$ cat config.mk
export PLATFORM = sky130hd
export DESIGN_NAME = ring_phase_monitor
export DESIGN_NICKNAME = d
export VERILOG_FILES = /design/src/rtl/ring_phase_monitor.sv
export SDC_FILE = /design/constraint.sdc
export NUM_CORES = 1
export LEC_CHECK = 0
export CORE_MARGIN = 2
export CORE_UTILIZATION = 57
export CTS_BUF_LIST = sky130_fd_sc_hd__clkbuf_8
export DETAILED_ROUTE_END_ITERATION = 8
export PLACE_DENSITY_LB_ADDON = 0.3
export SETUP_SLACK_MARGIN = 0.05
export SYNTH_ARGS = -nofsm -noshare
export SYNTH_HDL_FRONTEND = slang
export SYNTH_SLANG_ARGS = --single-unit
$ cat constraint.sdc
create_clock -name clk -period 9 [get_ports clk]
set_input_delay 1.8 -clock clk [delete_from_list [all_inputs] [get_ports clk]]
set_output_delay 1.8 -clock clk [all_outputs]
set_load 0.005 [all_outputs]
$ cat src/rtl/ring_phase_monitor.sv
// Watches a one-hot rotate-right ring counter: reports phase, counts rotations, flags illegal codes/steps.
// Optional RING_AUTO_RESYNC_EN: leave FAULT on its own once the ring shows a one-hot code again.
module ring_phase_monitor #(
    parameter int W   = 4,
    parameter int RCW = 8,
    parameter int ECW = 8
) (
    input  logic                 clk,
    input  logic                 rst,
    input  logic                 preset,
    input  logic [W-1:0]         ring_in,
    output logic [$clog2(W)-1:0] phase_idx,
    output logic                 phase_vld,
    output logic                 wrap,
    output logic [RCW-1:0]       rot_count,
    output logic                 err,
    output logic [ECW-1:0]       err_count,
    output logic [1:0]           state
);
    // state | meaning
    // IDLE  | ring quiet (all zero), nothing tracked yet
    // SYNC  | one legal one-hot seen, waiting for the first legal step
    // TRACK | locked: every sample must be the rotate-right of the last
    // FAULT | illegal code or step seen; phase_idx frozen
    localparam int PW = $clog2(W);

    typedef enum logic [1:0] {
        IDLE  = 2'b00,
        SYNC  = 2'b01,
        TRACK = 2'b10,
        FAULT = 2'b11
    } state_t;

    state_t         st;
    logic [W-1:0]   prev;
    logic [W-1:0]   exp_prev;
    logic           oh;
    logic           fault_hit;
    logic           wrap_hit;
    logic [PW-1:0]  cur_idx;

    function automatic logic is_onehot(input logic [W-1:0] x);
        int n;
        n = 0;
        for (int i = 0; i < W; i++) n = n + int'(x[i]);
        return n == 1;
    endfunction

    function automatic logic [PW-1:0] idx_of(input logic [W-1:0] x);
        logic [PW-1:0] r;
        r = '0;
        for (int i = 0; i < W; i++) if (x[i]) r = PW'(i);
        return r;
    endfunction

    always_comb begin
        exp_prev  = {prev[0], prev[W-1:1]};
        oh        = is_onehot(ring_in);
        cur_idx   = idx_of(ring_in);
        fault_hit = 1'b0;
        wrap_hit  = 1'b0;
        case (st)
            IDLE:  fault_hit = (ring_in != '0) && !oh;
            // prev is one-hot here, so matching exp_prev implies a one-hot sample
            SYNC:  fault_hit = (ring_in != exp_prev) && !(preset && ring_in == prev);
            TRACK: begin
                if (preset) begin
                    fault_hit = (ring_in != W'(1));
                end else begin
                    fault_hit = (ring_in != exp_prev);
                    wrap_hit  = !fault_hit && prev[0];
                end
            end
            FAULT: ;
        endcase
    end

    always_ff @(posedge clk) begin
        if (rst) begin
            st        <= IDLE;
            prev      <= '0;
            phase_idx <= '0;
            phase_vld <= 1'b0;
            wrap      <= 1'b0;
            rot_count <= '0;
            err       <= 1'b0;
            err_count <= '0;
        end else begin
            wrap <= wrap_hit;
            err  <= fault_hit;
            if (wrap_hit && !(&rot_count)) rot_count <= rot_count + RCW'(1);
            if (fault_hit && !(&err_count)) err_count <= err_count + ECW'(1);

            if (fault_hit) begin
                st        <= FAULT;
                phase_vld <= 1'b0;
            end else begin
                case (st)
                    IDLE: begin
                        if (oh) begin
                            st        <= SYNC;
                            prev      <= ring_in;
                            phase_idx <= cur_idx;
                        end
                    end
                    SYNC: begin
                        if (ring_in == exp_prev) begin
                            st        <= TRACK;
                            prev      <= ring_in;
                            phase_idx <= cur_idx;
                            phase_vld <= 1'b1;
                        end
                    end
                    TRACK: begin
                        // covers both a legal step and a preset reload onto bit0
                        prev      <= ring_in;
                        phase_idx <= cur_idx;
                    end
                    FAULT: begin
                        if (preset && oh) begin
                            st        <= SYNC;
                            prev      <= ring_in;
                            phase_idx <= cur_idx;
                        end else if (preset) begin
                            st   <= IDLE;
                            prev <= '0;
                        end
`ifdef RING_AUTO_RESYNC_EN
                        else if (oh) begin
                            st        <= SYNC;
                            prev      <= ring_in;
                            phase_idx <= cur_idx;
                        end
`endif
                    end
                endcase
            end
        end
    end

    assign state = st;

endmodule
---- Word level (Yosys, flattened, before mapping) ----
Cells that the tools add are included.
word-level totals
  bits of input ports ..................... 7
  logic and storage cells ................. 73
  bits in registers ....................... 27
  output and inout port bits .............. 23
cells by class
  mux-type cells .......................... 22
  reduce and logical (&&, ||, !) cells .... 22
  bitwise logic cells ..................... 1
  add/subtract/negate cells ............... 5
  equality and inequality tests ........... 15
operators by type and width
  cell                   number
  $mux W2                10
  $add A8 B1 Y8 const B  2
  $mux W4                4
  $pmux W4 S4            1
  $reduce_and A8 Y1      2
  $reduce_and A4 Y1      3
  $ne A3 B3 Y1 const B   3
  $eq A4 B4 Y1           2
  $pmux W2 S4            1
  $reduce_bool A4 Y1     2
  $logic_and A1 B1 Y1    7
  $ne A2 B2 Y1 const B   3
  $pmux W2 S3            1
  $logic_not A1 Y1       5
  $add A3 B1 Y4          1
  $eq A2 B2 Y1 const B   2
  $eq A4 B1 Y1 const B   1
  $mux W1                4
  $ne A4 B1 Y1 const B   1
  $ne A4 B4 Y1           1
  $ne A4 B4 Y1 const B   1
  $add A2 B1 Y3          1
  $pmux W1 S3            1
  $add A1 B1 Y2          1
  5 further kinds        5

---- Logic depth before layout (Yosys ltp) ----
Gate-level depths: netlist of run 1.
  depth after elaboration ................. 9
  gate-level depth with buffers ........... 12
  depth with buffers taken out ............ 11

---- Worst setup path after synthesis of run 1 ----
Ideal clock, no wire load.
  path type ............................... input port to flip-flop
  start point ............................. input ring_in[0]
  end point ............................... register err_count[6]
  buffers on the path ..................... 1
  cell stages on the path ................. 12
  setup time .............................. 0.070 ns
  data required time ...................... 8.930 ns
  slack ................................... 4.776 ns
  arrival time ............................ 4.154 ns
  path through ............................ inv_1 -> fa_1 -> inv_1 -> ha_1 -> ha_1 -> nor3b_1 -> a2111o_1 -> o211ai_1 -> o21ai_2 -> buf_6 -> or3_1 -> a21oi_1
between the ends
  word-level cells in the longest chain between the ends .. 8
  elaborated cells between the ends (all ways) .. 16
  those cells by class .................... add/sub: 3; eq/ne: 4; mux: 2; reduce/logical: 7
RTL lines
  item                     RTL line  RTL
  start, declared          11        input logic [W-1:0] ring_in,
  $add A1 B1 Y2            45        for (int i = 0; i < W; i++) n = n + int'(x[i]);
  $add A2 B1 Y3            45
  $add A3 B1 Y4            45
  $eq A4 B1 Y1             46        return n == 1;
  $logic_not A1 Y1         63        IDLE: fault_hit = (ring_in != '0) && !oh;
  $logic_and A1 B1 Y1      63
  $pmux W1 S3 (*)          62        case (st)
  $logic_and A1 B1 Y1 (*)  92        if (fault_hit && !(&err_count)) err_count <= err_count + ECW'(1);
  end signal, assigned     92
  end, declared            17        output logic [ECW-1:0] err_count,
Every way passes the cells marked *; elsewhere a longest branch is shown, timed or not.
A chain may end at the register's enable or synchronous reset.

---- Final worst setup path of run 1 ----
  start point ............................. input ring_in[0]
  end point ............................... register phase_idx[1]
between the ends
  word-level cells in the longest chain between the ends .. 9
  elaborated cells between the ends (all ways) .. 22
  those cells by class .................... add/sub: 3; eq/ne: 8; mux: 2; bitwise: 1; reduce/logical: 8
RTL lines
  item                                    RTL line  RTL
  $add A1 B1 Y2                           45
  $add A2 B1 Y3                           45
  $add A3 B1 Y4                           45
  $eq A4 B1 Y1                            46
  $logic_not A1 Y1                        63
  $logic_and A1 B1 Y1                     63
  $pmux W1 S3                             62
  $not A1 Y1 (no source line)             --
  $reduce_and A4 Y1 (no source line) (*)  --
  end signal, assigned                    103       phase_idx <= cur_idx;
  end signal, assigned                    110       phase_idx <= cur_idx;
  end signal, assigned                    117       phase_idx <= cur_idx;
  end, declared                           12        output logic [$clog2(W)-1:0] phase_idx,
Marks and branches as above.

==> results of run 1 <==
state kept, by name, summed over array words and instances, names as in the netlist:
| name | cells |
|---|---|
| state | 2 |
| phase_vld | 1 |
| wrap | 1 |
| err_count | 8 |
| rot_count | 8 |
| phase_idx | 2 |
| prev | 4 |
| err | 1 |
path summary, 6_finish.rpt:
| check | end | slack, ns |
|---|---|---|
| worst max-delay path | phase_idx[1]$_SDFFE_PP0P_ | 3.84 |
| worst min-delay path | err_count[4]$_SDFFE_PP0P_ | 0.51 |
| worst max register to register | phase_idx[1]$_SDFFE_PP0P_ | 6.58 |
| worst min register to register | err_count[4]$_SDFFE_PP0P_ | 0.51 |
metrics by stage:
stage / worst slack, ns / area [sq um] / util (%) / hold WS, ns
floorplan: 4.78 / 1460 / - / 0.470
detailed placement: 3.57 / 1750 / 71.5 / 0.487
global route: 3.61 / 1800 / 73.4 / 0.549
global placement: 3.74 / 1750 / 71.5 / 0.481
finish: 3.84 / 1800 / 73.4 / 0.506
CTS: 3.86 / 1800 / 73.4 / 0.502
routing by layer:
layer  wire length (um)  global-route usage [%]  vias to the layer above
li1                   -                       -                      646
met5                  0                       0                        -
met1               1410                    29.0                      597
met4                 48                    8.75                        0
met3                 87                    3.28                        7
met2               1420                    36.5                       27
power breakdown:
part	total, mW	switching, mW	leakage, nW	internal [mW]
Sequential	0.155	0.0209	0.220	0.134
Clock	0.0722	0.0407	0.0217	0.0315
Combinational	0.111	0.0564	0.412	0.0548
Total	0.339	0.118	0.653	0.221
kinds of logic (layout without fill, tap and decap cells):
family,after synthesis,count (layout)
buffers and inverters,17,43
and+or+nand+nor,61,61
xor gates and xnor gates,15,15
DFF,27,27
adders and majority gates,7,7
muxes,3,3
AOI/OAI and AO/OA,38,38
worst max-delay path: cells and delay by family:
family,cells,cell delay [ns]
buffers and inverters,3,0.74
adder cells (fa/ha/maj),3,0.99
AO/OA/AOI/OAI,3,1.05
AND/OR/NAND/NOR,2,0.49
multiplexers,1,0.28
synth_stat cells:
library cell,n
a311oi_1,2
mux2_2,1
a311oi_2,1
buf_2,2
nor4_4,1
xnor2_1,3
a2111o_1,1
a21oi_1,11
o211ai_1,1
nand3_1,9
nand4_1,5
a211oi_2,1
inv_1,9
dfxtp_1,27
nor3_1,1
o21ai_2,1
o221ai_1,1
or3_1,6
buf_1,1
buf_4,1
nor4_1,1
buf_6,1
mux2i_1,2
nor2_1,18
a211o_1,1
o21a_1,1
a2111oi_0,1
xor2_1,12
a31o_2,2
and4_1,1
nand2_1,9
nand3b_1,1
o21ba_2,1
nor3b_1,1
clkbuf_1,3
o2111a_1,1
a31oi_1,1
and3_1,2
ha_1,6
nand2b_1,6
fa_1,1
o31a_1,1
o21ai_0,10
final cells by class:
type / instances / share of cell area (%)
repair buffers: 30 / 16.5
flip-flops and latches: 27 / 30.0
clock inverters: 1 / 0.416
well taps: 30 / 2.08
clock buffers: 3 / 2.29
multi-input cells: 124 / 46.8
inverters: 9 / 1.87
==> impl_metrics.xml, run 1 <==
<?xml version="1.0" encoding="UTF-8"?>
<metrics>
  <group name="synth">
    <metric name="yosysTopAreaCell" unit="">dfxtp_1</metric>
    <metric name="post_synthesis_share_of_cell_area_spent_on_full_adders_half_adders_and_majority_gates" unit="%">6.50</metric>
    <metric name="dominant_combinational_cell_family_by_area_after_synthesis" unit="">simple AND/OR/NAND/NOR gates</metric>
    <metric name="synth.ff_latch_count" unit="">27</metric>
    <metric name="netlist-cell-type-count" unit="">43</metric>
    <metric name="syn-mean-instance-area" unit="sq um">8.71</metric>
    <metric name="synth_xor_area_share" unit="%">8.98</metric>
    <metric name="synth.top_cells.by_area" unit="">dfxtp_1 37%, xor2_1 7.2%, ha_1 5.1%, nor2_1 4.6%, a21oi_1 3.8%</metric>
    <metric name="synthesis.nets" unit="">182</metric>
    <metric name="synth_compound_area_share" unit="%">18.1</metric>
    <metric name="share_of_synthesized_area_spent_on_multiplexers" unit="%">2.14</metric>
    <metric name="synth_top_area_share" unit="%">37.0</metric>
    <metric name="synth_seq_area_share" unit="%">37.0</metric>
    <metric name="yosys_warnings" unit="">0</metric>
    <metric name="post_synth_instance_area" unit="sq um">1460</metric>
    <metric name="netlist_instances" unit="">168</metric>
    <metric name="synth_simple_gate_area_share" unit="%">22.0</metric>
  </group>
  <group name="timing">
    <metric name="final.period_utilization" unit="%">57.4</metric>
    <metric name="fmaxAchievable" unit="GHz">0.194</metric>
    <metric name="timing.final.setup_violations" unit="">0</metric>
    <metric name="final.setup.tns" unit="ns">0</metric>
    <metric name="final_period_minus_worst_setup_slack" unit="ns">5.16</metric>
    <metric name="max-slew-margin-rel" unit="%">54.7</metric>
    <metric name="maxSlewViolCount" unit="">0</metric>
    <metric name="hold_viol" unit="">0</metric>
    <metric name="worst-slew-pin-transition" unit="ns">0.678</metric>
    <metric name="finClkSkew" unit="ns">0.00495</metric>
    <metric name="rsz0062_at_grt" unit="">false</metric>
  </group>
  <group name="hold_path">
    <metric name="worstHoldPathType" unit="">register to register</metric>
    <metric name="whs_path_depth" unit="">2</metric>
    <metric name="hold_path_startpoint" unit="">err_count[4]$_SDFFE_PP0P_</metric>
  </group>
  <group name="critical_path">
    <metric name="cp.required" unit="ns">9.18</metric>
    <metric name="worst_path_max_delay_cell" unit="">a211oi_2</metric>
    <metric name="endpoint_kind" unit="">register</metric>
    <metric name="worst-endpoint-arrival" unit="ns">5.35</metric>
    <metric name="critical_path.reg2reg.startpoint" unit="">prev[0]$_SDFFE_PP0P_</metric>
    <metric name="critical_path_maximum_fanout" unit="">12</metric>
    <metric name="timing_worst_setup_path_type" unit="">primary input to register</metric>
    <metric name="cp-start-kind" unit="">primary input</metric>
    <metric name="critical_path.max_stage_delay" unit="ns">0.61</metric>
    <metric name="crit_chain" unit="">clkdlybuf4s50_1 &gt; inv_1 &gt; fa_1 &gt; inv_1 &gt; ha_1 &gt; ha_1 &gt; nor3b_1 &gt; nor2_1 &gt; mux2_2 &gt; a211oi_2 &gt; a21oi_1 &gt; a311oi_1</metric>
    <metric name="timing.reg2reg.worst_path_depth" unit="">6</metric>
    <metric name="setup.worst_path.start" unit="">ring_in[0]</metric>
  </group>
  <group name="placed_design">
    <metric name="gp_congestion" unit="">0.848</metric>
    <metric name="io_buffers" unit="">29</metric>
    <metric name="dp.cells" unit="">220</metric>
    <metric name="dp.final_hpwl" unit="um">2160</metric>
  </group>
  <group name="power_and_ir_drop">
    <metric name="post-layout-total-power" unit="uW">339</metric>
    <metric name="power_density" unit="nW/um^2">188</metric>
    <metric name="cellLeakagePower" unit="nW">0.653</metric>
    <metric name="maximum_ir_drop_on_the_vdd_rail" unit="uV">151</metric>
  </group>
  <group name="finish">
    <metric name="total_area_of_multi_input_combinational_cells" unit="sq um">845</metric>
    <metric name="instances_no_fill" unit="">224</metric>
    <metric name="num-nets-final" unit="">209</metric>
    <metric name="sequential_cell_area" unit="sq um">541</metric>
    <metric name="final_common_cell" unit="">clkdlybuf4s50_1</metric>
    <metric name="antenna_cells_inserted" unit="">0</metric>
    <metric name="layout-area-overhead-vs-synth" unit="%">23.3</metric>
    <metric name="top_library_cells_by_usage_in_the_layout_fill_and_taps_aside" unit="">29 x clkdlybuf4s50_1, 27 x dfxtp_1, 18 x nor2_1</metric>
    <metric name="fillers" unit="">189</metric>
    <metric name="ratio_of_cells_with_drive_above_1_in_the_final_layout" unit="%">6.70</metric>
  </group>
  <group name="floorplanning">
    <metric name="placeableCoreArea" unit="sq um">2450</metric>
    <metric name="overall_die_width" unit="um">54.7</metric>
    <metric name="die_area" unit="sq um">2990</metric>
    <metric name="ioPinCount" unit="">30</metric>
    <metric name="die_height" unit="um">54.7</metric>
    <metric name="floorplan.initialDensity" unit="%">59.6</metric>
    <metric name="std_cell_rows" unit="">18</metric>
  </group>
  <group name="grt">
    <metric name="number_of_global_route_vias_before_repair" unit="">1158</metric>
    <metric name="grt_start_max_net_pins" unit="">28</metric>
    <metric name="first_pass_grt_wire_length" unit="um">4860</metric>
    <metric name="global_route.overflow_total" unit="">0</metric>
    <metric name="grt_use_total" unit="%">22.3</metric>
    <metric name="initial_antenna_violation_count" unit="">0</metric>
  </group>
  <group name="detailed_routing">
    <metric name="vias_per_cell" unit="">5.70</metric>
    <metric name="route.antenna.remaining_nets" unit="">0</metric>
    <metric name="drt_pass1_iterations" unit="">4</metric>
    <metric name="wl_cell" unit="um">13.2</metric>
    <metric name="num_vias" unit="">1277</metric>
    <metric name="post-route-drc-count" unit="">0</metric>
    <metric name="routed_wirelength" unit="um">2970</metric>
    <metric name="drtIter0Drc" unit="">15</metric>
  </group>
  <group name="clock_network">
    <metric name="cts_buffers" unit="">3</metric>
    <metric name="cts_max_level" unit="">1</metric>
    <metric name="cts_tree" unit="">built</metric>
    <metric name="ctsResizeCount" unit="">0</metric>
    <metric name="cts-hold-fix-buffers" unit="">0</metric>
    <metric name="cts-root-buf" unit="">clkbuf_8</metric>
    <metric name="clock_sinks" unit="">27</metric>
    <metric name="clock_pin_slew_on_the_worst_setup_and_hold_paths" unit="ns">0.10</metric>
    <metric name="post_cts_buffers" unit="">0</metric>
    <metric name="worstSkewPairLatency" unit="ns">0.28</metric>
    <metric name="clk_path_buf_depth" unit="">2</metric>
  </group>
  <group name="status">
    <metric name="status" unit="">finished, final reports clean</metric>
  </group>
  <group name="job">
    <metric name="cap_violations" unit="">0</metric>
  </group>
</metrics>
(Power assumes the default switching activity.)
==> inputs of run 2 (changes only) <==
--- a/config.mk
+++ b/config.mk
@@ -6,7 +6,7 @@
 export NUM_CORES = 1
 export LEC_CHECK = 0
 export CORE_MARGIN = 2
-export CORE_UTILIZATION = 57
+export CORE_UTILIZATION = 47
 export CTS_BUF_LIST = sky130_fd_sc_hd__clkbuf_8
 export DETAILED_ROUTE_END_ITERATION = 8
 export PLACE_DENSITY_LB_ADDON = 0.3
==> constraint.sdc (replaced) <==
create_clock -name clk -period 4.2 [get_ports clk]
set_input_delay 0.84 -clock clk [delete_from_list [all_inputs] [get_ports clk]]
set_output_delay 0.84 -clock clk [all_outputs]
set_load 0.005 [all_outputs]
==> run 2 against run 1 <==
Against the previous run:
- routed wire length rose by 1.3%
- largest cell class unchanged
- sequential cell count did not move
- setup slack got worse by 3.3 ns
- clock skew rose by 0.0047 ns
- count of clock-buffer cells in the layout did not move
- cell count rose by 3.1%
- die area rose by 20%
- global-route usage fell by 4.8 points
- core utilization fell by 12 points
- design area rose by 1.9%
- register-to-register slack got worse by 4.6 ns
- worst hold slack got worse by 0.023 ns
==> impl_metrics.xml, run 2 (synthesis gave the netlist of run 1 again) <==
<?xml version="1.0" encoding="UTF-8"?>
<metrics>
  <group name="critical_path">
    <metric name="critical_path_maximum_fanout" unit="">14</metric>
    <metric name="worst-endpoint-arrival" unit="ns">3.91</metric>
    <metric name="cp.required" unit="ns">4.40</metric>
    <metric name="timing_worst_setup_path_type" unit="">primary input to register</metric>
    <metric name="endpoint_kind" unit="">register</metric>
    <metric name="setup.worst_path.start" unit="">ring_in[1]</metric>
    <metric name="cp-start-kind" unit="">primary input</metric>
    <metric name="critical_path.reg2reg.startpoint" unit="">state[1]$_SDFFE_PP0P_</metric>
  </group>
  <group name="floorplanning">
    <metric name="ioPinCount" unit="">30</metric>
    <metric name="std_cell_rows" unit="">20</metric>
    <metric name="die_height" unit="um">59.8</metric>
    <metric name="floorplan.initialDensity" unit="%">48.7</metric>
    <metric name="die_area" unit="sq um">3570</metric>
    <metric name="overall_die_width" unit="um">59.8</metric>
    <metric name="placeableCoreArea" unit="sq um">3000</metric>
  </group>
  <group name="timing">
    <metric name="fmaxAchievable" unit="GHz">0.269</metric>
    <metric name="timing.final.setup_violations" unit="">0</metric>
    <metric name="rsz0062_at_grt" unit="">false</metric>
    <metric name="final.period_utilization" unit="%">88.4</metric>
    <metric name="worst-slew-pin-transition" unit="ns">0.900</metric>
    <metric name="maxSlewViolCount" unit="">0</metric>
    <metric name="final.setup.worst_slack" unit="ns">0.489</metric>
    <metric name="final.setup.tns" unit="ns">0</metric>
    <metric name="finClkSkew" unit="ns">0.00965</metric>
    <metric name="max-slew-margin-rel" unit="%">39.8</metric>
    <metric name="final_period_minus_worst_setup_slack" unit="ns">3.71</metric>
    <metric name="hold_viol" unit="">0</metric>
  </group>
  <group name="detailed_routing">
    <metric name="vias_per_cell" unit="">5.55</metric>
    <metric name="num_vias" unit="">1281</metric>
    <metric name="route.antenna.remaining_nets" unit="">0</metric>
    <metric name="drt_pass1_iterations" unit="">4</metric>
    <metric name="wl_cell" unit="um">13.0</metric>
    <metric name="drtIter0Drc" unit="">54</metric>
    <metric name="routed_wirelength" unit="um">3010</metric>
    <metric name="post-route-drc-count" unit="">0</metric>
  </group>
  <group name="grt">
    <metric name="grt_start_max_net_pins" unit="">28</metric>
    <metric name="grt_use_total" unit="%">17.4</metric>
    <metric name="global_route.overflow_total" unit="">0</metric>
    <metric name="initial_antenna_violation_count" unit="">0</metric>
    <metric name="number_of_global_route_vias_before_repair" unit="">1094</metric>
    <metric name="first_pass_grt_wire_length" unit="um">4770</metric>
  </group>
  <group name="finish">
    <metric name="ratio_of_cells_with_drive_above_1_in_the_final_layout" unit="%">8.59</metric>
    <metric name="largest_registers" unit="">err_count: 8 flops, rot_count: 8 flops, prev: 4 flops</metric>
    <metric name="instances_no_fill" unit="">231</metric>
    <metric name="top_library_cells_by_usage_in_the_layout_fill_and_taps_aside" unit="">29 x clkdlybuf4s50_1, 27 x dfxtp_1, 18 x nor2_1</metric>
    <metric name="num-nets-final" unit="">213</metric>
    <metric name="layout-area-overhead-vs-synth" unit="%">25.6</metric>
    <metric name="final_common_cell" unit="">clkdlybuf4s50_1</metric>
    <metric name="antenna_cells_inserted" unit="">0</metric>
  </group>
  <group name="clock_network">
    <metric name="clk_path_buf_depth" unit="">2</metric>
    <metric name="cts_tree" unit="">built</metric>
    <metric name="post_cts_buffers" unit="">0</metric>
    <metric name="ctsResizeCount" unit="">0</metric>
    <metric name="cts_max_level" unit="">1</metric>
    <metric name="worstSkewPairLatency" unit="ns">0.28</metric>
    <metric name="clock_pin_slew_on_the_worst_setup_and_hold_paths" unit="ns">0.11</metric>
    <metric name="cts-hold-fix-buffers" unit="">0</metric>
    <metric name="cts_buffers" unit="">3</metric>
    <metric name="clock_sinks" unit="">27</metric>
    <metric name="cts-root-buf" unit="">clkbuf_8</metric>
  </group>
  <group name="status">
    <metric name="status" unit="">finished, final reports clean</metric>
  </group>
  <group name="job">
    <metric name="cap_violations" unit="">0</metric>
  </group>
  <group name="power_and_ir_drop">
    <metric name="power_density" unit="nW/um^2">403</metric>
    <metric name="post-layout-total-power" unit="uW">740</metric>
    <metric name="cellLeakagePower" unit="nW">0.673</metric>
    <metric name="maximum_ir_drop_on_the_vdd_rail" unit="uV">188</metric>
  </group>
  <group name="placed_design">
    <metric name="pre_cts_ws" unit="ns">0.202</metric>
    <metric name="io_buffers" unit="">29</metric>
    <metric name="gp_congestion" unit="">0.782</metric>
    <metric name="dp.cells" unit="">227</metric>
    <metric name="dp.final_hpwl" unit="um">2260</metric>
  </group>
  <group name="hold_path">
    <metric name="worstHoldPathType" unit="">register to register</metric>
    <metric name="hold_path_startpoint" unit="">phase_vld$_SDFFE_PP0P_</metric>
  </group>
</metrics>
==> run 2: cell types whose count changed in the layout (fill, tap and decap cells not counted) <==
cell	change
buf_4	+4
==> run 2: critical path, stage by stage <==
cell and delay [ns]:
clkdlybuf4s50_1 0.48, inv_1 0.10, fa_1 0.51, inv_1 0.04, ha_1 0.17, ha_1 0.30
nor3b_1 0.08, a2111o_1 0.39, o211ai_1 0.23, o21ai_2 0.07, buf_4 0.19, or3_1 0.36
a21oi_1 0.15
==> run 2: final timing paths <==
check | end | slack (ns) | depth (start not counted)
hold reg to reg | phase_vld$_SDFFE_PP0P_ | 0.48 | 2
hold / removal | phase_vld$_SDFFE_PP0P_ | 0.48 | 2
setup reg to reg | err_count[4]$_SDFFE_PP0P_ | 2.01 | 7
setup / recovery | err_count[4]$_SDFFE_PP0P_ | 0.49 | 13
==> run 2: metal layers <==
layer | up-vias | global-route usage, % | part of all wire, %
li1 | 657 | - | -
met1 | 600 | 22.1 | 47
met2 | 20 | 30.0 | 49
met3 | 4 | 3.03 | 3.2
met4 | 0 | 5.40 | 0.57
met5 | - | 0 | 0
==> run 2: final cells by class <==
class                           instances  area, sq um
Timing Repair Buffer                   34          328
Fill cell                             273         1170
Inverter                                9         33.8
Tap cell                               33         41.3
Sequential cell                        27          541
Multi-Input combinational cell        124          845
Clock inverter                          1         7.51
Clock buffer                            3         41.3
==> run 2: metrics by stage <==
step / area (sq um) / util, % / hold slack [ns]
floorplan: 1460 / - / 0.470
global placement: 1790 / 59.5 / 0.476
detailed placement: 1790 / 59.5 / 0.475
CTS: 1840 / 61.2 / 0.489
global route: 1840 / 61.2 / 0.517
finish: 1840 / 61.2 / 0.483
==> run 2: power by group <==
group,switching [mW],internal (mW)
combinational,0.121,0.128
sequential,0.0469,0.288
clock,0.0883,0.0675
